File: src/rtl/bitsum_sequencer_if.sv
// Bundles the producer push channel and the downstream bitsum unit channel.
// The slave modport is the sequencer's view; the master modport is the view of
// the environment around it (the producer plus the bitsum unit).
interface bitsum_sequencer_if;
    logic        push_valid;
    logic [31:0] push_data;
    logic        push_ready;
    logic        bs_start;
    logic [31:0] bs_in;
    logic        bs_finish;
    logic [31:0] bs_result;

    modport slave (
        input  push_valid, push_data, bs_finish, bs_result,
        output push_ready, bs_start, bs_in
    );

    modport master (
        output push_valid, push_data, bs_finish, bs_result,
        input  push_ready, bs_start, bs_in
    );
endinterface

File: src/rtl/bitsum_sequencer.sv
// bitsum_sequencer: buffers 32-bit words in a small FIFO and feeds them one at
// a time to a downstream bitsum unit through a start/finish level handshake.
// Accepted results are added into a saturating running total.
// Optional feature: define BITSUM_SEQ_TIMEOUT_EN to abandon a word after
// TIMEOUT RUN cycles without a finish and raise the sticky err flag.
module bitsum_sequencer #(
    parameter int unsigned DEPTH   = 4,
    parameter int unsigned TIMEOUT = 255
) (
    input  logic                clk,
    input  logic                rst,
    bitsum_sequencer_if.slave   bus,
    input  logic                clr,
    output logic [31:0]         total,
    output logic                total_valid,
    output logic [7:0]          words_done,
    output logic                busy,
    output logic                err
);

    localparam int unsigned AW = $clog2(DEPTH);
    localparam int unsigned CW = AW + 1;

    if (DEPTH < 2 || DEPTH > 16 || (DEPTH & (DEPTH - 1)) != 0) begin : g_bad_depth
        $error("bitsum_sequencer: DEPTH must be a power of two in 2..16");
    end
    if (TIMEOUT == 0) begin : g_bad_timeout
        $error("bitsum_sequencer: TIMEOUT must be at least 1");
    end

    typedef enum logic [1:0] {
        S_IDLE,
        S_LOAD,
        S_RUN,
        S_DROP
    } state_t;

    state_t        r_state;
    state_t        w_next;

    logic [31:0]   r_mem [DEPTH];
    logic [AW-1:0] r_wr_ptr;
    logic [AW-1:0] r_rd_ptr;
    logic [CW-1:0] r_count;
    logic [31:0]   r_bs_in;
    logic          r_first;
    logic [31:0]   r_total;
    logic          r_total_valid;
    logic [7:0]    r_words_done;

    logic          w_full;
    logic          w_empty;
    logic          w_push;
    logic          w_pop;
    logic          w_start;
    logic          w_acc;
    logic          w_tmo;
    logic [32:0]   w_sum;
    logic [31:0]   w_sat;

    assign w_full  = (r_count == CW'(DEPTH));
    assign w_empty = (r_count == '0);
    assign w_push  = bus.push_valid && !w_full;

    assign w_sum = {1'b0, r_total} + {1'b0, bus.bs_result};
    assign w_sat = w_sum[32] ? '1 : w_sum[31:0];

    assign bus.push_ready = !w_full;
    assign bus.bs_start   = w_start;
    assign bus.bs_in      = r_bs_in;
    assign total          = r_total;
    assign total_valid    = r_total_valid;
    assign words_done     = r_words_done;
    assign busy           = (r_state != S_IDLE) || !w_empty;

    // FIFO storage; contents need no reset because occupancy is tracked by r_count
    always_ff @(posedge clk) begin
        if (w_push) begin
            r_mem[r_wr_ptr] <= bus.push_data;
        end
    end

    // FIFO pointers and occupancy counter
    always_ff @(posedge clk or posedge rst) begin
        if (rst) begin
            r_wr_ptr <= '0;
            r_rd_ptr <= '0;
            r_count  <= '0;
        end else begin
            if (w_push) begin
                r_wr_ptr <= r_wr_ptr + 1'b1;
            end
            if (w_pop) begin
                r_rd_ptr <= r_rd_ptr + 1'b1;
            end
            unique case ({w_push, w_pop})
                2'b10:   r_count <= r_count + 1'b1;
                2'b01:   r_count <= r_count - 1'b1;
                default: r_count <= r_count;
            endcase
        end
    end

    // FSM state register
    always_ff @(posedge clk or posedge rst) begin
        if (rst) begin
            r_state <= S_IDLE;
        end else begin
            r_state <= w_next;
        end
    end

    // FSM next state, pop strobe, start level and finish acceptance
    always_comb begin
        w_next  = r_state;
        w_pop   = 1'b0;
        w_start = 1'b0;
        w_acc   = 1'b0;
        unique case (r_state)
            S_IDLE: begin
                if (!w_empty) begin
                    w_next = S_LOAD;
                end
            end
            S_LOAD: begin
                w_pop  = 1'b1;
                w_next = S_RUN;
            end
            S_RUN: begin
                w_start = 1'b1;
                // a finish already high on the first RUN cycle belongs to an older word
                w_acc   = bus.bs_finish && !r_first;
                if (w_acc || w_tmo) begin
                    w_next = S_DROP;
                end
            end
            S_DROP: begin
                if (!bus.bs_finish) begin
                    w_next = S_IDLE;
                end
            end
            default: w_next = S_IDLE;
        endcase
    end

    // Word latch for the bitsum unit and first-RUN-cycle marker
    always_ff @(posedge clk or posedge rst) begin
        if (rst) begin
            r_bs_in <= '0;
            r_first <= 1'b0;
        end else begin
            if (w_pop) begin
                r_bs_in <= r_mem[r_rd_ptr];
            end
            r_first <= (r_state == S_LOAD);
        end
    end

    // Saturating accumulate; clr coinciding with an accumulate restarts from the new result
    always_ff @(posedge clk or posedge rst) begin
        if (rst) begin
            r_total       <= '0;
            r_words_done  <= '0;
            r_total_valid <= 1'b0;
        end else begin
            r_total_valid <= w_acc;
            if (w_acc) begin
                if (clr) begin
                    r_total      <= bus.bs_result;
                    r_words_done <= 8'd1;
                end else begin
                    r_total      <= w_sat;
                    r_words_done <= r_words_done + 8'd1;
                end
            end else if (clr) begin
                r_total      <= '0;
                r_words_done <= '0;
            end
        end
    end

`ifdef BITSUM_SEQ_TIMEOUT_EN
    localparam int unsigned TW = $clog2(TIMEOUT + 1);

    logic [TW-1:0] r_tmo_cnt;
    logic          r_err;

    assign w_tmo = (r_state == S_RUN) && (r_tmo_cnt == TW'(TIMEOUT - 1));
    assign err   = r_err;

    // RUN cycle counter; restarts whenever the FSM leaves RUN
    always_ff @(posedge clk or posedge rst) begin
        if (rst) begin
            r_tmo_cnt <= '0;
        end else if (r_state == S_RUN) begin
            r_tmo_cnt <= r_tmo_cnt + 1'b1;
        end else begin
            r_tmo_cnt <= '0;
        end
    end

    // Sticky timeout flag, raised only when the word is abandoned without a finish
    always_ff @(posedge clk or posedge rst) begin
        if (rst) begin
            r_err <= 1'b0;
        end else if (w_tmo && !w_acc) begin
            r_err <= 1'b1;
        end
    end
`else
    assign w_tmo = 1'b0;
    assign err   = 1'b0;
`endif

endmodule

File: src/flat_wrapper.sv
// flat-port wrapper written by rule: the top's interface ports become plain ports
module bitsum_sequencer_flat 
#(
    parameter int unsigned DEPTH   = 4,
    parameter int unsigned TIMEOUT = 255
)
  (clk, rst, clr, total, total_valid, words_done, busy, err, bus_push_valid, bus_push_data, bus_bs_finish, bus_bs_result, bus_push_ready, bus_bs_start, bus_bs_in);
  bitsum_sequencer_if bus_i ();
  input  logic clk;
  input  logic rst;
  input  logic clr;
  output logic [31:0] total;
  output logic total_valid;
  output logic [7:0] words_done;
  output logic busy;
  output logic err;
  input wire logic [$bits(bus_i.push_valid)-1:0] bus_push_valid;
  input wire logic [$bits(bus_i.push_data)-1:0] bus_push_data;
  input wire logic [$bits(bus_i.bs_finish)-1:0] bus_bs_finish;
  input wire logic [$bits(bus_i.bs_result)-1:0] bus_bs_result;
  output wire logic [$bits(bus_i.push_ready)-1:0] bus_push_ready;
  output wire logic [$bits(bus_i.bs_start)-1:0] bus_bs_start;
  output wire logic [$bits(bus_i.bs_in)-1:0] bus_bs_in;
  assign bus_i.push_valid = bus_push_valid;
  assign bus_i.push_data = bus_push_data;
  assign bus_i.bs_finish = bus_bs_finish;
  assign bus_i.bs_result = bus_bs_result;
  assign bus_push_ready = bus_i.push_ready;
  assign bus_bs_start = bus_i.bs_start;
  assign bus_bs_in = bus_i.bs_in;
  bitsum_sequencer #(.DEPTH(DEPTH), .TIMEOUT(TIMEOUT)) u_core (.clk(clk), .rst(rst), .bus(bus_i), .clr(clr), .total(total), .total_valid(total_valid), .words_done(words_done), .busy(busy), .err(err));
endmodule
File: config.mk
export PLATFORM = sky130hd
export DESIGN_NAME = bitsum_sequencer_flat
export DESIGN_NICKNAME = d
export VERILOG_FILES = /design/src/rtl/bitsum_sequencer_if.sv /design/src/rtl/bitsum_sequencer.sv /design/src/flat_wrapper.sv
export SDC_FILE = /design/constraint.sdc
export NUM_CORES = 1
export LEC_CHECK = 0
export BUFFER_PORTS_ARGS = -buffer_cell sky130_fd_sc_hd__clkbuf_2
export CAP_MARGIN = 20
export CORE_MARGIN = 8
export CORE_UTILIZATION = 58
export DETAILED_ROUTE_END_ITERATION = 10
export GPL_ROUTABILITY_DRIVEN = 0
export GPL_TIMING_DRIVEN = 0
export HOLD_SLACK_MARGIN = 0.02
export PLACE_DENSITY = 0.88
export SYNTH_ARGS = -nofsm -noshare
export SYNTH_HDL_FRONTEND = slang
export SYNTH_SLANG_ARGS = --single-unit
File: constraint.sdc
create_clock -name clk -period 3.82 [get_ports clk]
set_input_delay 0.382 -clock clk [delete_from_list [all_inputs] [get_ports clk]]
set_output_delay 0.382 -clock clk [all_outputs]
set_load 0.02 [all_outputs]
# After elaboration in Yosys (flattened, before gate mapping)

Memories as Yosys holds them, arrays and structs flattened. A register that Yosys moved wholly into a read port is not among the register bits.
Index checks and enable logic that the tools add are counted.

Bits in registers: 51
RAM bits: 128
Output and inout bits: 77
Memories kept: 1

Memory list:

| name         | depth | width | read ports | clocked after Yosys merged registers in | wr ports | line                   | RTL |
|---|---|---|---|---|---|---|---|
| u_core.r_mem | 4     | 32    | 1          | 1                                       | 1        | bitsum_sequencer.sv:41 | `logic [31:0] r_mem [DEPTH];` |

Add/sub/neg operators: 6
Equality and inequality tests: 9
Mux-type cells: 17
Reductions and logical operators: 12

Operators by type and width:

| kind                  | count |
|---|---|
| $mux W32              | 4 |
| $add A32 B32 Y33      | 1 |
| $mux W8               | 3 |
| $add A8 B1 Y8 const B | 1 |
| $pmux W2 S4           | 1 |
| $eq A2 B2 Y1 const B  | 3 |
| $mux W2               | 3 |
| $pmux W3 S2           | 1 |
| $reduce_bool A2 Y1    | 3 |
| $mux W1               | 5 |
| $add A2 B1 Y2 const B | 2 |
| $eq A2 B1 Y1 const B  | 2 |
| $ne A2 B2 Y1 const B  | 2 |
| $add A3 B1 Y3 const B | 1 |
| $eq A3 B3 Y1 const B  | 1 |
| $logic_not A1 Y1      | 3 |
| $logic_not A3 Y1      | 1 |
| $reduce_and A3 Y1     | 1 |
| $sub A3 B1 Y3 const B | 1 |
| $logic_and A1 B1 Y1   | 2 |
| $logic_not A2 Y1      | 1 |
| $ne A2 B1 Y1 const B  | 1 |
| $logic_or A1 B1 Y1    | 1 |

# Longest topological paths before layout

Depth in word-level cells: 5
Depth in mapped cells: 11

# Least setup slack after synthesis

OpenSTA, ideal clock, no wires.

Path type: flip-flop to flip-flop
From: register u_core.r_total[0], in the netlist u_core.total[0]
To: register u_core.r_total[3], in the netlist u_core.total[3]
Library setup time: 0.122 ns
Arrival: 2.827 ns
Data required time: 3.698 ns
Slack: 0.872 ns
Cell stages (with the launch flop): 12
Buffers on the path: 1
Clock period less this slack: 2.948 ns
Cell sequence: dfrtp_1 -> ha_1 -> fa_1 -> a211oi_1 -> o211ai_2 -> a21oi_2 -> nor3_1 -> or3_1 -> nand2_2 -> buf_6 -> o21ai_0 -> a32o_1

Cells in the longest elaborated chain, start to end: 4

RTL lines:

| item                   | line                    | RTL |
|---|---|---|
| start, declared        | bitsum_sequencer.sv:47  | `logic [31:0] r_total;` |
| start signal, assigned | bitsum_sequencer.sv:169 | `r_total <= bus.bs_result;` |
| start signal, assigned | bitsum_sequencer.sv:172 | `r_total <= w_sat;` |
| $add A32 B32 Y33       | bitsum_sequencer.sv:65  | `assign w_sum = {1'b0, r_total} + {1'b0, bus.bs_result};` |
| $mux W32               | bitsum_sequencer.sv:66  | `assign w_sat = w_sum[32] ? '1 : w_sum[31:0];` |
| $mux W32               | bitsum_sequencer.sv:168 | `if (clr) begin` |
| $mux W32               | bitsum_sequencer.sv:167 | `if (w_acc) begin` |

Every way passes these cells.
A chain may end at the register's enable or synchronous reset.

# Worst setup path after layout

From: register u_core.r_total[0], in the netlist u_core.total[0]
To: register u_core.r_total[23], in the netlist u_core.total[23]

Same word-level chain as after synthesis.

==> impl_summary.log <==
[metrics] Multi-input gate area: 3870 um^2
[metrics] depth of the worst register-to-register path: 10
[metrics] CTS clk-pin slew, worst paths: 0.06 ns
[metrics] number of iterations in the first detailed-routing pass: 5
[metrics] Vias/cell: 6.06
[metrics] Net count, final: 1029
[metrics] TritonCTS buffer count: 23
[metrics] capture point of the critical path: u_core.total[23]
[metrics] number of warnings printed during yosys synthesis: 0
[metrics] Worst Setup Path Type: flop to flop
[metrics] Syn Inst Count: 745
[metrics] post-cts resize count: 0
[metrics] final hold viol count: 0
[metrics] Skew-Pair Late Insertion Delay: 0.52 ns
[metrics] share of post-route cells with drive strength above 1: 29.8%
[metrics] dominant synthesized flop cell: sky130_fd_sc_hd__edfxtp_1
[metrics] Routed WL per cell: 21.3 um
[metrics] deepest clock path buffer count: 3
[metrics] sum of negative setup slack: 0 ns
[metrics] multiplexer area fraction after synthesis: 10.8%
[metrics] worst reg2reg path endpoint: u_core.total[23]
[metrics] final number of setup-violating endpoints: 0
[metrics] diode insertion count for antenna repair: 0
[metrics] share of synthesized flip-flops with an asynchronous set or reset: 39.3%
[metrics] Max-Slew Margin vs Limit: 39.4%
[metrics] area taken by flip-flops and latches: 5920 um^2
[metrics] floorplan die area: 21900 um^2
[metrics] vias in the first global route: 7341
[metrics] residual overflow from global routing: 0
[metrics] violation count after the first detailed-route iteration: 521
[metrics] net count of the mapped netlist: 859
[metrics] number of vias after detailed routing: 7017
[metrics] register bit count reported by yosys: 211
[metrics] power density relative to cell area: 773 nW/um^2
[metrics] top-area cell type share of the netlist area: 38.0%
[metrics] Routed Antenna Nets: 0
[metrics] worst reg-to-reg setup slack: 0.27 ns
[metrics] number of violations of the max-capacitance limit: 0
[metrics] H-tree depth: 1
[metrics] launching point of the worst reg2reg path: u_core.total[0]
[metrics] fin crit share: 93.0%
[metrics] fraction of the mapped netlist area in compound gates: 11.0%
[metrics] fillers: 1169
[metrics] synth-to-layout area growth: 18.3%
[metrics] floorplan core area: 17200 um^2
[metrics] post-synthesis cell type count: 62
[metrics] Port Buffer Count: 143
[metrics] run status: completed
[metrics] startpoint types: flop
[metrics] Data arrival, critical path: 3.90 ns
[metrics] area of the mapped netlist: 10100 um^2
[metrics] total length of routed wires: 24.7 mm
[metrics] HPWL Detailed: 16.8 mm
[metrics] post-synthesis area per instance: 13.6 um^2
[metrics] initial core utilization: 58.8%
[metrics] largest area contributor in the synthesized netlist: sky130_fd_sc_hd__edfxtp_1
[metrics] worst path required time: 4.17 ns
[metrics] reported leakage power: 0.00505 uW
[metrics] power consumption: 9230 uW
[metrics] largest net degree at the start of global routing: 58
[metrics] simple-gate share of the synthesized area: 7.34%
[metrics] x dimension of the die: 148 um
[metrics] die span in y: 148 um
[metrics] clock tree from TritonCTS: built
[metrics] maximum net fanout on the critical path: 10
[metrics] setup repair after global routing missed its margin: no
[metrics] top cells by area in the synthesized netlist: sky130_fd_sc_hd__edfxtp_1 38%, sky130_fd_sc_hd__dfrtp_1 21%, sky130_fd_sc_hd__mux4_2 7.1%
[metrics] global routing usage summed across all routing layers: 22.4%
[metrics] Root Buffer Master: sky130_fd_sc_hd__clkbuf_16
[metrics] post-synthesis share of cell area spent on full adders, half adders and majority gates: 5.72%
[metrics] number of enable-type register cells in the synthesized netlist: 128
[metrics] FP Rows: 48
[metrics] Top-Level Pins: 146
[metrics] sequential-to-total area share from yosys stat: 58.6%
[metrics] worst supply voltage drop on vdd: 0.554 mV
[metrics] total number of clock tree sinks: 211
[metrics] Period minus WS final: 3.55 ns
[metrics] post-route clock skew: 0.00648 ns
[metrics] antenna violations before repair: 1
[metrics] slew at the pin with the worst max-slew slack: 0.909 ns
[metrics] largest family of logic cells by synthesized area: compound AO/OA/AOI/OAI gates
[metrics] Critical Path Start: u_core.total[0]
[metrics] global-route wire length before repair: 38.7 mm
[metrics] Achievable Freq: 281 MHz
[metrics] xor-xnor portion of the synthesized cell area: 3.29%
[metrics] class of the tightest hold or removal check: input pin to flop
[metrics] DRC Markers: 0
[metrics] Slew Viols, Final: 0
[metrics] kind of capture point of the worst setup path: flop
[state kept, by name, indices dropped and copies added (netlist names), 2 cells and up]
register,flops
u_core.r_wr_ptr,2
u_core.bus.bs_in,32
u_core.words_done,8
u_core.r_mem,128
u_core.total,32
u_core.r_state,2
u_core.r_count,3
u_core.r_rd_ptr,2
[metrics by stage]
| stage | instance area, um^2 | util [%] | setup WS, ns | hold WS [ns] | instances |
|---|---|---|---|---|---|
| detailed placement | 11100 | 64.8 | 0.230 | 0.400 | 1114 |
| finish | 11900 | 69.6 | 0.266 | 0.0780 | 1157 |
| CTS | 11900 | 69.6 | 0.304 | 0.0620 | 1157 |
| global route | 11900 | 69.6 | 0.0698 | 0.0645 | 1157 |
| global placement | 11100 | 64.6 | 0.0134 | 0.472 | 1113 |
| floorplan | 10100 | - | 0.872 | 0.454 | 745 |
[critical path, cell delays in order (launching register included)]
cell and delay, ns:
sky130_fd_sc_hd__dfrtp_1 0.40, sky130_fd_sc_hd__ha_1 0.24, sky130_fd_sc_hd__fa_1 0.44, sky130_fd_sc_hd__a211oi_1 0.40
sky130_fd_sc_hd__o211ai_2 0.16, sky130_fd_sc_hd__a21oi_2 0.33, sky130_fd_sc_hd__nor3_1 0.11, sky130_fd_sc_hd__or3_1 0.42
sky130_fd_sc_hd__a21oi_2 0.36, sky130_fd_sc_hd__buf_2 0.36, sky130_fd_sc_hd__a221oi_1 0.15
[cells in the final DEF (no fill, tap or decap), drive strengths merged, types with 8 or more instances in the layout]
master / n
nand3: 17
edfxtp: 128
o21ai: 34
a211oi: 12
o211ai: 12
nor2: 38
clkbuf: 193
a31oi: 10
clkinv: 8
ha: 43
and3: 9
inv: 34
buf: 12
nand2: 51
nand2b: 9
xor2: 16
dfrtp: 83
a21oi: 47
a221oi: 13
xnor2: 22
mux4: 32
mux2: 33
a21o: 16
[layout make-up]
type / count / area share, %
clock inverters: 13 / 1.38
clock buffers: 29 / 5.34
plain buffers: 33 / 1.64
inverters: 32 / 1.03
multi-input cells: 469 / 32.4
flip-flops and latches: 211 / 49.6
repair buffers: 145 / 6.30
well taps: 225 / 2.36
[layer usage]
layer  share of wire, %  track usage, %  vias up
met5              0.053               0        -
met1                 37            26.5     3400
met2                 49            38.0      365
met3                9.7            5.78       80
li1                   -               -     3170
met4                4.0            9.89        2
[cells by family (layout without fill, tap and decap cells)]
kind of cell,after synthesis,count (layout)
other,1,1
xor gates and xnor gates,38,38
muxes,65,65
AOI/OAI and AO/OA,164,164
DFF,211,211
adders and majority gates,45,45
buffers and inverters,65,252
and+or+nand+nor,156,156
[what timing repair did]
item	4_1_cts	5_1_grt
endpoints found under the hold margin	26	0
setup buffers	0	0
hold buffers	1	0
[cell usage after synthesis (all sizes together), types with 2 or more instances]
cell,number
and3,9
a21oi,47
ha,43
o21ai,34
o21bai,3
mux4,32
a221o,2
clkbuf,21
a211o,2
o21a,2
a221oi,13
nand3,17
nand3b,2
nand2b,9
dfrtp,83
nand4,7
fa,2
a311oi,2
a31oi,10
o211ai,12
edfxtp,128
xnor2,22
nor2b,5
and2,4
xor2,16
nand2,51
or3,3
inv,32
nor2,38
buf,11
a211oi,12
mux2,33
nor3,7
a21o,16
[power by group]
group / switching (uW) / leakage, uW / internal (uW) / total (uW)
clock: 921 / 0.000404 / 1400 / 2320
sequential: 331 / 0.00223 / 3080 / 3410
combinational: 2040 / 0.00241 / 1460 / 3500
[worst min-delay path by stage]
stage / from / end / slack [ns] / cells past startpoint
after floorplan: u_core.r_count[2] / u_core.r_count[2] / 0.45 / 1
after global placement: u_core.r_count[2] / u_core.r_count[2] / 0.47 / 1
after detailed placement: rst / u_core.r_state[1] / 0.40 / 2
after CTS: bus_push_data[13] / u_core.r_mem[2][13] / 0.06 / 1
after global routing: bus_push_data[5] / u_core.r_mem[1][5] / 0.06 / 1
final: bus_push_data[14] / u_core.r_mem[2][14] / 0.08 / 1
(Power assumes the default switching activity.)
